## config.mk

```make
export PLATFORM = sky130hd
export DESIGN_NAME = fifo_ctrl_flat
export DESIGN_NICKNAME = d
export VERILOG_FILES = /design/src/rtl/fifo_ctrl_pkg.sv /design/src/rtl/fifo_ctrl_if.sv /design/src/rtl/fifo_ptr.sv /design/src/rtl/fifo_ctrl.sv /design/src/flat_wrapper.sv
export SDC_FILE = /design/constraint.sdc
export NUM_CORES = 1
export LEC_CHECK = 0
export CAP_MARGIN = 5
export CORE_MARGIN = 2
export CORE_UTILIZATION = 49
export DETAILED_ROUTE_END_ITERATION = 8
export PLACE_DENSITY = 0.8
export SLEW_MARGIN = 15
export SYNTH_ARGS = -nofsm -noshare
export SYNTH_HDL_FRONTEND = slang
export SYNTH_SLANG_ARGS = --single-unit
```

## constraint.sdc

```tcl
create_clock -name clk -period 4.66 [get_ports clk]
set_input_delay 0.699 -clock clk [delete_from_list [all_inputs] [get_ports clk]]
set_output_delay 0.699 -clock clk [all_outputs]
set_load 0.005 [all_outputs]
```

## src/rtl/fifo_ctrl_pkg.sv

```systemverilog
// Shared types and defaults for the register-file FIFO controller.
// State encodings are fixed because the state is exported for debug.
package fifo_ctrl_pkg;

  localparam int FIFO_AW    = 3;
  localparam int FIFO_DEPTH = 8;

  typedef enum logic [2:0] {
    INIT   = 3'd0,
    NO_OP  = 3'd1,
    WRITE  = 3'd2,
    READ   = 3'd3,
    WR_RD  = 3'd4,
    WR_ERR = 3'd5,
    RD_ERR = 3'd6
  } state_t;

endpackage

```

## src/rtl/fifo_ctrl_if.sv

```systemverilog
// Requester/storage-side signal bundle of the FIFO controller.
// master = requester side, slave = the controller itself.
interface fifo_ctrl_if
  import fifo_ctrl_pkg::*;
#(
  parameter int AW = FIFO_AW
);
  logic          wr_en;
  logic          rd_en;
  logic          we;
  logic [AW-1:0] wr_addr;
  logic          re;
  logic [AW-1:0] rd_addr;
  logic [AW:0]   data_count;
  logic          full;
  logic          empty;
  logic          wr_ack;
  logic          wr_err;
  logic          rd_ack;
  logic          rd_err;
  state_t        state;

  modport master (
    output wr_en, rd_en,
    input  we, wr_addr, re, rd_addr, data_count, full, empty,
    input  wr_ack, wr_err, rd_ack, rd_err, state
  );

  modport slave (
    input  wr_en, rd_en,
    output we, wr_addr, re, rd_addr, data_count, full, empty,
    output wr_ack, wr_err, rd_ack, rd_err, state
  );
endinterface

```

## src/rtl/fifo_ptr.sv

```systemverilog
// Wrapping AW-bit pointer register; used for both head and tail.
module fifo_ptr #(
  parameter int AW = 3
) (
  input  logic          clk,
  input  logic          reset,
  input  logic          inc,
  output logic [AW-1:0] ptr
);

  always_ff @(posedge clk or posedge reset) begin
    if (reset)
      ptr <= '0;
    else if (inc)
      ptr <= ptr + AW'(1);
  end

endmodule

```

## src/rtl/fifo_ctrl.sv

```systemverilog
// Push/pop arbitration for an 8-entry register-file FIFO: pointers, occupancy,
// status flags, per-request ack/err pulses and a debug state register.
module fifo_ctrl
  import fifo_ctrl_pkg::*;
#(
  parameter int AW    = FIFO_AW,
  parameter int DEPTH = FIFO_DEPTH
) (
  input logic      clk,
  input logic      reset,
  fifo_ctrl_if.slave bus
);

  logic          push_acc;
  logic          pop_acc;
  logic [AW-1:0] head;
  logic [AW-1:0] tail;
  logic [AW:0]   count_next;
  state_t        state_next;

  // full/empty are registered from count_next, so they always reflect the live count
  assign push_acc   = bus.wr_en & ~bus.full & ~reset;
  assign pop_acc    = bus.rd_en & ~bus.empty;
  assign bus.we     = push_acc;
  assign bus.wr_addr = tail;
  assign count_next = bus.data_count + (AW+1)'(push_acc) - (AW+1)'(pop_acc);

  fifo_ptr #(.AW(AW)) u_tail (
    .clk   (clk),
    .reset (reset),
    .inc   (push_acc),
    .ptr   (tail)
  );

  fifo_ptr #(.AW(AW)) u_head (
    .clk   (clk),
    .reset (reset),
    .inc   (pop_acc),
    .ptr   (head)
  );

  always_comb begin
    state_next = NO_OP;
    unique case ({bus.wr_en, bus.rd_en})
      2'b10:   state_next = bus.full  ? WR_ERR : WRITE;
      2'b01:   state_next = bus.empty ? RD_ERR : READ;
      2'b11: begin
        if (bus.empty)
          state_next = WRITE;
        else if (bus.full)
          state_next = READ;
        else
          state_next = WR_RD;
      end
      default: state_next = NO_OP;
    endcase
  end

  always_ff @(posedge clk or posedge reset) begin
    if (reset) begin
      bus.state      <= INIT;
      bus.data_count <= '0;
      bus.full       <= 1'b0;
      bus.empty      <= 1'b1;
      bus.re         <= 1'b0;
      bus.rd_addr    <= '0;
      bus.wr_ack     <= 1'b0;
      bus.wr_err     <= 1'b0;
      bus.rd_ack     <= 1'b0;
      bus.rd_err     <= 1'b0;
    end else begin
      bus.state      <= state_next;
      bus.data_count <= count_next;
      bus.full       <= (count_next == (AW+1)'(DEPTH));
      bus.empty      <= (count_next == '0);
      bus.re         <= pop_acc;
      if (pop_acc)
        bus.rd_addr  <= head;
      bus.wr_ack     <= push_acc;
      bus.wr_err     <= bus.wr_en & ~push_acc;
      bus.rd_ack     <= pop_acc;
      bus.rd_err     <= bus.rd_en & ~pop_acc;
    end
  end

endmodule
```

## src/flat_wrapper.sv

```systemverilog
// flat-port wrapper written by rule: the top's interface ports become plain ports
module fifo_ctrl_flat import fifo_ctrl_pkg::*;
#(
  parameter int AW    = FIFO_AW,
  parameter int DEPTH = FIFO_DEPTH
)
  (clk, reset, bus_wr_en, bus_rd_en, bus_we, bus_wr_addr, bus_re, bus_rd_addr, bus_data_count, bus_full, bus_empty, bus_wr_ack, bus_wr_err, bus_rd_ack, bus_rd_err, bus_state);
  fifo_ctrl_if #(.AW(AW)) bus_i ();
  input logic clk;
  input logic reset;
  input wire logic [$bits(bus_i.wr_en)-1:0] bus_wr_en;
  input wire logic [$bits(bus_i.rd_en)-1:0] bus_rd_en;
  output wire logic [$bits(bus_i.we)-1:0] bus_we;
  output wire logic [$bits(bus_i.wr_addr)-1:0] bus_wr_addr;
  output wire logic [$bits(bus_i.re)-1:0] bus_re;
  output wire logic [$bits(bus_i.rd_addr)-1:0] bus_rd_addr;
  output wire logic [$bits(bus_i.data_count)-1:0] bus_data_count;
  output wire logic [$bits(bus_i.full)-1:0] bus_full;
  output wire logic [$bits(bus_i.empty)-1:0] bus_empty;
  output wire logic [$bits(bus_i.wr_ack)-1:0] bus_wr_ack;
  output wire logic [$bits(bus_i.wr_err)-1:0] bus_wr_err;
  output wire logic [$bits(bus_i.rd_ack)-1:0] bus_rd_ack;
  output wire logic [$bits(bus_i.rd_err)-1:0] bus_rd_err;
  output wire logic [$bits(bus_i.state)-1:0] bus_state;
  assign bus_i.wr_en = bus_wr_en;
  assign bus_i.rd_en = bus_rd_en;
  assign bus_we = bus_i.we;
  assign bus_wr_addr = bus_i.wr_addr;
  assign bus_re = bus_i.re;
  assign bus_rd_addr = bus_i.rd_addr;
  assign bus_data_count = bus_i.data_count;
  assign bus_full = bus_i.full;
  assign bus_empty = bus_i.empty;
  assign bus_wr_ack = bus_i.wr_ack;
  assign bus_wr_err = bus_i.wr_err;
  assign bus_rd_ack = bus_i.rd_ack;
  assign bus_rd_err = bus_i.rd_err;
  assign bus_state = bus_i.state;
  fifo_ctrl #(.AW(AW), .DEPTH(DEPTH)) u_core (.clk(clk), .reset(reset), .bus(bus_i));
endmodule
```

Word level (Yosys, flattened, before mapping)
Index checks and enable logic that the tools add are counted.
- output and inout bits: 21
- logic and storage cells: 35
- register bits after elaboration: 22
- bits of input ports: 4
- reduce and logical (&&, ||, !) cells: 1
- $add $sub $neg: 4
- equality and inequality tests: 4
- muxes and demuxes: 5
- bitwise logic cells: 10
- operators with widths (cell ; count):
    two-way mux 3 bit ; 4
    case mux 3 bit (3 select lines) ; 1
    adder 3 x 1 -> 3 bit, second input constant ; 2
    bitwise AND 1 bit ; 5
    NOT 1 bit ; 5
    adder 4 x 1 -> 4 bit ; 1
    == test 2 bit, second input constant ; 2
    == test 4 bit, second input constant ; 1
    zero test 4 bit ; 1
    subtractor 4 x 1 -> 4 bit ; 1
    == test 2 x 1 -> 1 bit, second input constant ; 1

Depth between registers and ports, before layout
Gate-level depths: netlist of the first run.
- word-level depth: 6
- gate-level depth with buffers: 9
- mapped depth without buffers: 9

Hierarchy
A second synthesis of the first run with hierarchy kept.
- cells, all modules: 72
- area total of the unflattened synthesis: 928.4 um2
- modules (own cells, without submodules) (module ; instances ; sequential area each (um2) ; cells each ; area each (um2)):
    fifo_ctrl ; 1 ; 401.6 ; 54 ; 673.1
    fifo_ptr ; 2 ; 75.1 ; 9 ; 127.6

Least setup slack after synthesis of the first run
Ideal clock, no wire load.
- path type: input port to flip-flop
- start: in bus_wr_en
- end: reg u_core.bus.empty
- library setup time: 61 ps
- path slack: 2011 ps
- data arrival time: 2589 ps
- path buffers: 0
- data required time: 4599 ps
- stages on the path: 9
- cells stage by stage: nor3b_4 -> inv_1 -> ha_1 -> inv_1 -> ha_1 -> fa_1 -> xor2_1 -> or3_1 -> o21ba_1
- cells in the longest elaborated chain, start to end: 5
- ends and longest elaborated chain (item ; line ; RTL):
    from (decl) ; flat_wrapper.sv:11 ; input wire logic [$bits(bus_i.wr_en)-1:0] bus_wr_en;
    bitwise AND 1 bit (2 in a row) ; fifo_ctrl.sv:22 ; assign push_acc = bus.wr_en & ~bus.full & ~reset;
    adder 4 x 1 -> 4 bit ; fifo_ctrl.sv:26 ; assign count_next = bus.data_count + (AW+1)'(push_acc) - (AW+1)'(pop_acc);
    subtractor 4 x 1 -> 4 bit ; fifo_ctrl.sv:26 ;
    via u_core.count_next[2] ; fifo_ctrl.sv:18 ; logic [AW:0] count_next;
    zero test 4 bit ; fifo_ctrl.sv:75 ; bus.empty <= (count_next == '0);
    to (signal assigned) ; fifo_ctrl.sv:75 ;
    to (decl) ; fifo_ctrl_if.sv:31 ; output we, wr_addr, re, rd_addr, data_count, full, empty,
The timed path passes the listed nets, and every way through them passes these cells.
A chain may end at the register's enable or synchronous reset.

Final worst setup path of the first run
Ends and elaborated chain as after synthesis.

==> flow_summary.yaml, run 1 <==
sta:
  final.period_utilization: 0.6472
  period_needed_ns: 3.016
  max_clock_freq_mhz: 331.6
  setup_viol: 0
  maxSlewHeadroom: 0.4751
  hold_viol: 0
  setup_tns_ns: 0
  clock_skew_ns: 0.007946
  worstMarginPinSlew_ns: 0.7865
  drv_slew: 0
  rsz0062_at_grt: "no"
die:
  design.core.area_mm2: 0.001745
  io_pins: 25
  num_rows: 15
  die_h_um: 47.41
  die_w_um: 47.41
  start_util: 0.5290
  die-area_mm2: 0.002248
worst_setup_path:
  crit_type: "primary input to flip-flop"
  endpoint_kind: "flip-flop"
  cp.required_ns: 4.92
  cp.arrival_ns: 3.28
  crit_path_start_kind: "primary input"
  ff2ff_path_depth: 9
  worstPathMaxFanout: 7
cells_and_area:
  fin_nets: 109
  area_growth_pct: 34.55
  antenna_cells: 0
  stdcell_area_mm2: 0.001242
  drive_above_1_share: 0.1237
pwr:
  comb_power_share: 0.408
  clock_power_share: 0.192
  switching_share: 0.3049
  seqPwrFrac: 0.400
  leakage_nw: 0.5696
  ir_drop_mv: 0.3979
  cellPowerDensity_mw_per_mm2: 620.5
  p_int_mw: 0.5359
  p_switching_mw: 0.2351
route:
  wl_per_cell_um: 12.30
  ant_nets: 0
  drt-total-wl_um: 1501
  drc: 0
  drt_pass1_iterations: 4
  via_count: 586
  drtIter0Drc: 2
  vias_per_cell: 4.803
clocking:
  cts_hold_buf: 0
  cts_buffer_depth: 2
  cts_setup_buffers: 0
  clkSinkCount: 22
  cts_resized: 0
  clk_pin_slew_ns: 0.13
  clockRootBuffer: "clkbuf_4"
  clock_latency_ns: 0.32
  cts_buffers: 3
  cts_tree: "built"
  cts.htree.levels: 1
grt:
  grt_max_degree: 23
  grt-ovfl-total: 0
  first_global_vias: 531
  antenna_found_initial: 0
  track_usage: 0.1614
  grt_pass1_wl_um: 2346
min_path:
  hold_depth: 1
  hp-class: "flip-flop to flip-flop"
outcome:
  outcome: "finished, final reports clean"
logic_synthesis:
  ys_ff_latch: 22
  ys_seq_area_frac: 0.5976
  synth_cell_types: 22
  syn_nets: 81
  synth_cells: 70
  synth.avg_cell_area_um2: 13.19
  synth_warnings: 0
  netlist_area_um2: 923.4
flow_run:
  maxCapViolCount: 0
placed_design:
  placed_area_mm2: 0.001190
  hpwl_um: 1074
  portBuffers: 24
  gp_congestion: 0.8702
==> flip-flops by register name, summed over array words and instances, names as in the netlist <==
register               flops
u_core.u_tail.ptr          3
u_core.u_head.ptr          3
u_core.bus.re              1
u_core.bus.full            1
u_core.bus.wr_err          1
u_core.bus.state           3
u_core.bus.data_count      4
u_core.bus.wr_ack          1
u_core.bus.empty           1
u_core.bus.rd_err          1
u_core.bus.rd_addr         3
==> Yosys cell counts <==
library cell | count | area, um^2
xor2_1 | 4 | 35.03
and3_1 | 1 | 6.260
o21ba_1 | 1 | 10.01
xnor2_1 | 2 | 17.52
nand2_1 | 2 | 7.510
buf_4 | 1 | 7.510
inv_1 | 7 | 26.28
nand3_1 | 1 | 5.000
a21oi_1 | 4 | 20.02
buf_2 | 1 | 5.000
nor2_1 | 4 | 15.01
nor3b_4 | 1 | 18.77
dfrtp_1 | 21 | 525.5
mux2_2 | 5 | 56.30
ha_1 | 6 | 75.07
mux2i_1 | 1 | 10.01
dfstp_2 | 1 | 26.28
nor2b_1 | 3 | 18.77
fa_1 | 1 | 20.02
or3_1 | 1 | 6.260
nor3_1 | 1 | 5.000
and2_1 | 1 | 6.260
==> power by group through the flow <==
stage | Clock (mW) | Combinational [mW] | Sequential, mW
global route | 0.155 | 0.352 | 0.319
CTS | 0.150 | 0.317 | 0.309
detailed placement | 0 | 0.316 | 0.313
floorplan | 0 | 0.162 | 0.312
finish | 0.148 | 0.314 | 0.309
global placement | 0 | 0.304 | 0.310
==> cell usage in the layout, fill, tap and decap left out, drive strengths merged <==
| master | synthesis | routed |
|---|---|---|
| a21oi | 4 | 4 |
| and2 | 1 | 1 |
| and3 | 1 | 1 |
| buf | 2 | 1 |
| bufinv | 0 | 1 |
| clkbuf | 0 | 3 |
| clkdlybuf4s50 | 0 | 24 |
| dfrtp | 21 | 21 |
| dfstp | 1 | 1 |
| fa | 1 | 1 |
| ha | 6 | 6 |
| inv | 7 | 7 |
| mux2 | 5 | 5 |
| mux2i | 1 | 1 |
| nand2 | 2 | 2 |
| nand3 | 1 | 1 |
| nor2 | 4 | 4 |
| nor2b | 3 | 3 |
| nor3 | 1 | 1 |
| nor3b | 1 | 1 |
| o21ba | 1 | 1 |
| or3 | 1 | 1 |
| xnor2 | 2 | 2 |
| xor2 | 4 | 4 |
==> critical path, stage by stage <==
cell	delay [ns]
clkdlybuf4s50_1	0.53
nor3b_4	0.35
inv_1	0.08
ha_1	0.28
inv_1	0.04
ha_1	0.20
fa_1	0.38
xor2_1	0.16
or3_1	0.32
o21ba_1	0.23
==> area by class of cell <==
cell class | instances | area [um^2]
inverter | 7 | 26.28
clock buffer | 3 | 22.52
sequential | 22 | 551.8
fill | 124 | 503.0
multi-input combinational | 39 | 332.8
clock inverter | 1 | 30.03
tap | 25 | 31.28
timing repair buffer | 25 | 247.7
==> path summary, 6_finish.rpt <==
check / from / to / slack (ns)
worst max-delay path: bus_wr_en / u_core.bus.empty / 1.64
worst min-delay path: u_core.u_tail.ptr[2] / u_core.u_tail.ptr[2] / 0.49
worst max register to register: u_core.bus.full / u_core.bus.empty / 2.10
worst min register to register: u_core.u_tail.ptr[2] / u_core.u_tail.ptr[2] / 0.49
max in group asynchronous: reset / u_core.bus.data_count[2] / 3.26
min in group asynchronous: reset / u_core.u_tail.ptr[2] / 0.90
==> routing by layer <==
| metal | part of all wire | GRT usage |
|---|---|---|
| met1 | 0.44 | 0.1980 |
| met2 | 0.48 | 0.2432 |
| met3 | 0.063 | 0.04528 |
| met4 | 0.014 | 0.1167 |
| met5 | 0 | 0 |
==> logic make-up (layout without fill, tap and decap cells) <==
family,after synthesis,in the layout,share of synthesized area
compound gates,5,5,0.03252
flops,22,22,0.5976
xor+xnor,6,6,0.05691
buf+inv,9,36,0.04201
simple gates,15,15,0.09621
fa+ha+maj,7,7,0.1030
mux,6,6,0.07181
==> through the flow <==
stage                     instances  hold slack [ns]  power (mW)  utilization  worst slack [ns]
after floorplan                  70           0.4395      0.4742            -             2.011
after global placement          118           0.4540      0.6142       0.6817             1.374
after detailed placement        118           0.4625      0.6290       0.6817             1.316
after CTS                       122           0.4833      0.7761       0.7118             1.637
after global routing            122           0.4969      0.8264       0.7118             1.491
final                           122           0.4850      0.7710       0.7118             1.644
Power figures use the tool's default switching activity.
==> run 2: changes to the inputs <==
--- a/config.mk
+++ b/config.mk
@@ -7,9 +7,9 @@
 export LEC_CHECK = 0
 export CAP_MARGIN = 5
 export CORE_MARGIN = 2
-export CORE_UTILIZATION = 49
+export CORE_UTILIZATION = 46
 export DETAILED_ROUTE_END_ITERATION = 8
-export PLACE_DENSITY = 0.8
+export PLACE_DENSITY = 0.76
 export SLEW_MARGIN = 15
 export SYNTH_ARGS = -nofsm -noshare
 export SYNTH_HDL_FRONTEND = slang
==> constraint.sdc (replaced) <==
create_clock -name clk -period 2.8 [get_ports clk]
set_input_delay 0.42 -clock clk [delete_from_list [all_inputs] [get_ports clk]]
set_output_delay 0.42 -clock clk [all_outputs]
set_load 0.005 [all_outputs]
==> run 2 against run 1 <==
  * Clock skew fell by 0.0050 ns
  * Design area is 0.71% higher
  * Register-to-register slack worse by 1.7 ns
  * Worst setup slack worse by 1.4 ns
  * Largest power group unchanged
  * Count of clock-buffer cells in the layout rose by 1
  * Sequential share of layout area fell by 0.31 points
  * Final cell count increased by 4.1%
  * Worst hold slack lost 0.012 ns
  * Clock power rose by 15%
  * Die area increased by 6.0%
  * Via count is 0.34% lower
==> flow_summary.yaml, run 2 (synthesis gave the netlist of run 1 again) <==
clocking:
  clock_latency_ns: 0.30
  cts.htree.levels: 1
  clockRootBuffer: "clkbuf_4"
  clk_pin_slew_ns: 0.12
  cts_setup_buffers: 0
  cts_buffer_depth: 2
  clkSinkCount: 22
  cts_hold_buf: 0
  cts_resized: 0
  cts_tree: "built"
  cts_buffers: 3
sta:
  max_clock_freq_mhz: 399.0
  maxSlewHeadroom: 0.4707
  setup_slack_ns: 0.2935
  setup_tns_ns: 0
  hold_ws_ns: 0.4733
  hold_viol: 0
  setup_viol: 0
  worstMarginPinSlew_ns: 0.7930
  period_needed_ns: 2.507
  clock_skew_ns: 0.002963
  drv_slew: 0
  final.period_utilization: 0.8952
  rsz0062_at_grt: "no"
route:
  wl_met3_um: 72
  vias_per_cell: 4.598
  drc: 0
  wl_met1_um: 607
  wl_met2_um: 730
  ant_nets: 0
  drtIter0Drc: 1
  dr.max_layer_used: "met4"
  drt_pass1_iterations: 3
  via_count: 584
  drt-total-wl_um: 1422
  wl_per_cell_um: 11.20
die:
  io_pins: 25
  start_util: 0.4805
  die-area_mm2: 0.002382
  design.core.area_mm2: 0.001922
  num_rows: 16
  die_h_um: 48.81
  die_w_um: 48.81
worst_setup_path:
  worstPathMaxFanout: 2
  rrSetupSlack_ns: 0.39
  crit_type: "primary input to flip-flop"
  cp_cell_sequence: "clkdlybuf4s50_1, nor3b_4, inv_1, ha_1, inv_1, ha_1, fa_1, xor2_1, or3_1, o21ba_1"
  slowest_delay_ns: 0.48
  rr_startpoint: "u_core.bus.full"
  cp.arrival_ns: 2.76
  endpoint_kind: "flip-flop"
  cp.required_ns: 3.05
  slowest_stage: "clkdlybuf4s50_1"
  ff2ff_path_depth: 9
  rr_endpoint: "u_core.bus.empty"
  crit_path_start_kind: "primary input"
pwr:
  comb_power_share: 0.439
  p_int_mw: 0.8432
  switching_share: 0.3059
  ir_drop_mv: 0.7276
  p_switching_mw: 0.3715
  seqPwrFrac: 0.421
  leakage_nw: 0.5774
  cellPowerDensity_mw_per_mm2: 970.8
  clock_power_share: 0.140
min_path:
  hp-class: "flip-flop to flip-flop"
  holdPathEnd: "u_core.u_head.ptr[2]"
  hp-start: "u_core.u_head.ptr[2]"
  hold_depth: 1
placed_design:
  hpwl_um: 1068
  portBuffers: 24
  pre_cts_slack_ns: -0.02527
  gp_congestion: 0.8027
cells_and_area:
  area_growth_pct: 35.50
  final_cell_mix: "clkdlybuf4s50_1 (24), dfrtp_1 (21), inv_1 (7), ha_1 (6), mux2_2 (5)"
  multi_input_area_um2: 332.8
  regMostFlops: "u_core.bus.data_count"
  mostFrequentLayoutCell: "clkdlybuf4s50_1"
  utilization: 0.6510
  fin_nets: 112
  fill_cells: 156
  antenna_cells: 0
  largest_reg_flops: 4
  seq_area_um2: 551.8
  drive_above_1_share: 0.1500
grt:
  grt-ovfl-total: 0
  first_global_vias: 552
  track_usage: 0.1366
  grt_max_degree: 23
  grt_pass1_wl_um: 2421
  antenna_found_initial: 0
flow_run:
  maxCapViolCount: 0
outcome:
  outcome: "finished, final reports clean"
run 2: changes by cell type in the layout (fill, tap and decap cells not counted), sizes merged:
cell    delta
buf        +3
bufinv     -1
clkbuf     +1
run 2: area by class of cell:
cell class                      count  share of cell area
Clock buffer                        4             0.02900
Tap cell                           27             0.02700
Multi-Input combinational cell     39              0.2660
Timing Repair Buffer               28              0.2160
Sequential cell                    22              0.4410
Inverter                            7             0.02100
run 2: metal layers:
metal / vias to the layer above / GRT usage
met1: 280 / 0.1588
met4: 0 / 0.07143
met3: 2 / 0.04601
li1: 285 / -
met5: - / 0
met2: 17 / 0.2237
run 2: power groups by stage:
stage               clock (mW)  combinational (mW)  sequential, mW
finish                   0.170               0.533           0.512
global route             0.195               0.592           0.527
CTS                      0.177               0.541           0.514
detailed placement           0               0.539           0.520
global placement             0               0.525           0.516
floorplan                    0               0.270           0.519
run 2: worst max-delay path by stage:
stage                         start               end  slack [ns]  cells past startpoint
floorplan           u_core.bus.full  u_core.bus.empty        0.38                      9
global placement          bus_wr_en  u_core.bus.empty       0.008                     10
detailed placement        bus_wr_en  u_core.bus.empty       -0.03                     10
CTS                       bus_wr_en  u_core.bus.empty        0.29                     10
global route              bus_wr_en  u_core.bus.empty        0.21                     10
finish                    bus_wr_en  u_core.bus.empty        0.29                     10
run 2: worst max-delay path, delay by kind of cell:
kind / cells / cell delay, ns
compound gates: 1 / 0.22
fa+ha+maj: 3 / 0.85
xor+xnor: 1 / 0.17
buf+inv: 3 / 0.57
simple gates: 2 / 0.52
run 2: metrics by stage:
step	cells	instance area, um^2	power, mW
global route	127	1251	1.314
finish	127	1251	1.215
global placement	123	1215	1.041
detailed placement	123	1215	1.059
CTS	127	1251	1.232
floorplan	70	923.4	0.7892
==> edit (config.mk and constraints of run 2) <==
`FIFO_AW`: 3 -> 2.
--- a/src/rtl/fifo_ctrl_pkg.sv
+++ b/src/rtl/fifo_ctrl_pkg.sv
@@ -2,7 +2,7 @@
 // State encodings are fixed because the state is exported for debug.
 package fifo_ctrl_pkg;
 
-  localparam int FIFO_AW    = 3;
+  localparam int FIFO_AW    = 2;
   localparam int FIFO_DEPTH = 8;
 
   typedef enum logic [2:0] {
Interface: changed (resized bus_data_count, bus_rd_addr and bus_wr_addr); port bits go from 25 to 22. The function was not compared with the original's and may differ.
==> edit against run 2 <==
Area after synthesis fell by 22%. Worst setup slack improved by 0.069 ns. Wire length fell by 15%. Synthesized cell count fell by 27%. Power fell by 22%. Via count fell by 24%. Sequential cell count fell by 4. Design area fell by 20%. Global-route usage rose by 1.8 points. Die area fell by 21%. Largest cell class unchanged. Highest routed layer is now met3.
==> edit: results (changes against run 2) <==
Detailed routing
  – Total wire length: 1.21 mm (-15%)
  – DR vias: 443 (-24%)
  – Routed len/inst: 12.9 um (+15%)
  – First-pass DRT Iterations: 2 (-1)

Synth
  – Most instantiated cells after synthesis: dfrtp_1, inv_1, xor2_1
  – Post-synth cell types: 25 (+14%)
  – Syn nets: 58 (-28%)
  – Part of the Yosys area used for sequential elements: 0.629 (+0.0314)
  – Average size of a mapped cell: 14.1 um^2 (+6.8%)

Worst setup path
  – WP data arrival: 2.63 ns (-0.13 ns)
  – Crit path from: reset
  – Worst-path fanout max: 4 (+2)
  – Reg2reg end: u_core.bus.full
  – Max incr delay on CP: 0.46 ns (-0.02 ns)

Timing
  – Fin crit share: 0.871 (-0.0245)
  – Setup Skew: 0.00410 ns (+0.00114 ns)
  – Worst relative slew slack: 0.554 (+0.0835)

Placement
  – HPWL after DPL: 887 um (-17%)
  – Post-Place Cells: 90 (-27%)
  – DP Area: 966 um^2 (-20%)
  – Port Buffers: 21 (-13%)
  – Pre-CTS setup slack: 0.0369 ns (+0.0622 ns)

Power
  – Leakage Power: 0.468 nW (-19%)
  – Worst vdd ir: 0.546 mV (-25%)

Cells and area
  – Final net count: 86 (-23%)
  – Share of cells above drive strength 1: 0.154 (+0.00385)

Outcome
  – Status: finished clean

Global routing
  – Vias in the first global route: 480 (-13%)
  – GR Util All Layers: 0.154 (+0.0177)
  – Largest net degree at the start of global routing: 19 (-17%)

Min path
  – HP Start: u_core.u_head.ptr[0]
==> edit: cell count changes after synthesis, moves of 2 or more <==
cell,run 2,this run
mux2_2,5,0
dfrtp_1,21,17
nor2_1,4,1
ha_1,6,2
nand2_1,2,0
a21oi_1,4,1
==> edit: cell type report <==
cell class	instances	area (um^2)
inverters	7	26.3
flip-flops and latches	18	452
clock buffers	4	36.3
well taps	16	20.0
multi-input cells	24	228
fillers	123	487
repair buffers	25	240
==> edit: cell families after synthesis <==
family	synth area share
flops	0.629
simple gates	0.105
buf+inv	0.0540
xor+xnor	0.0819
compound gates	0.0331
fa+ha+maj	0.0627
mux	0.0348
==> edit: worst max-delay path: cells and delay by family <==
| kind | cells | cell delay (ns) |
|---|---|---|
| adders and majority gates | 3 | 0.77 |
| xor gates and xnor gates | 1 | 0.39 |
| buffers and inverters | 4 | 0.63 |
| and+or+nand+nor | 2 | 0.41 |
==> edit: per-layer routing <==
layer  global-route usage  wire [um]  up-vias
met5                    0          0        -
li1                     -          -      217
met4               0.0727          0        0
met2                0.254        612       11
met3               0.0250         43        0
met1                0.201        555      215
==> edit: where the power goes <==
part,internal [mW],switching [mW]
logic,0.244,0.124
registers,0.357,0.0660
clock network,0.0792,0.0801
==> edit: worst min path at each step <==
stage / to / slack (ns) / cells past startpoint
floorplan: u_core.bus.data_count[0] / 0.36 / 1
global placement: u_core.u_tail.ptr[1] / 0.46 / 1
detailed placement: u_core.u_head.ptr[0] / 0.46 / 1
CTS: u_core.u_head.ptr[0] / 0.48 / 1
global route: u_core.u_head.ptr[1] / 0.49 / 1
finish: u_core.u_head.ptr[0] / 0.47 / 1
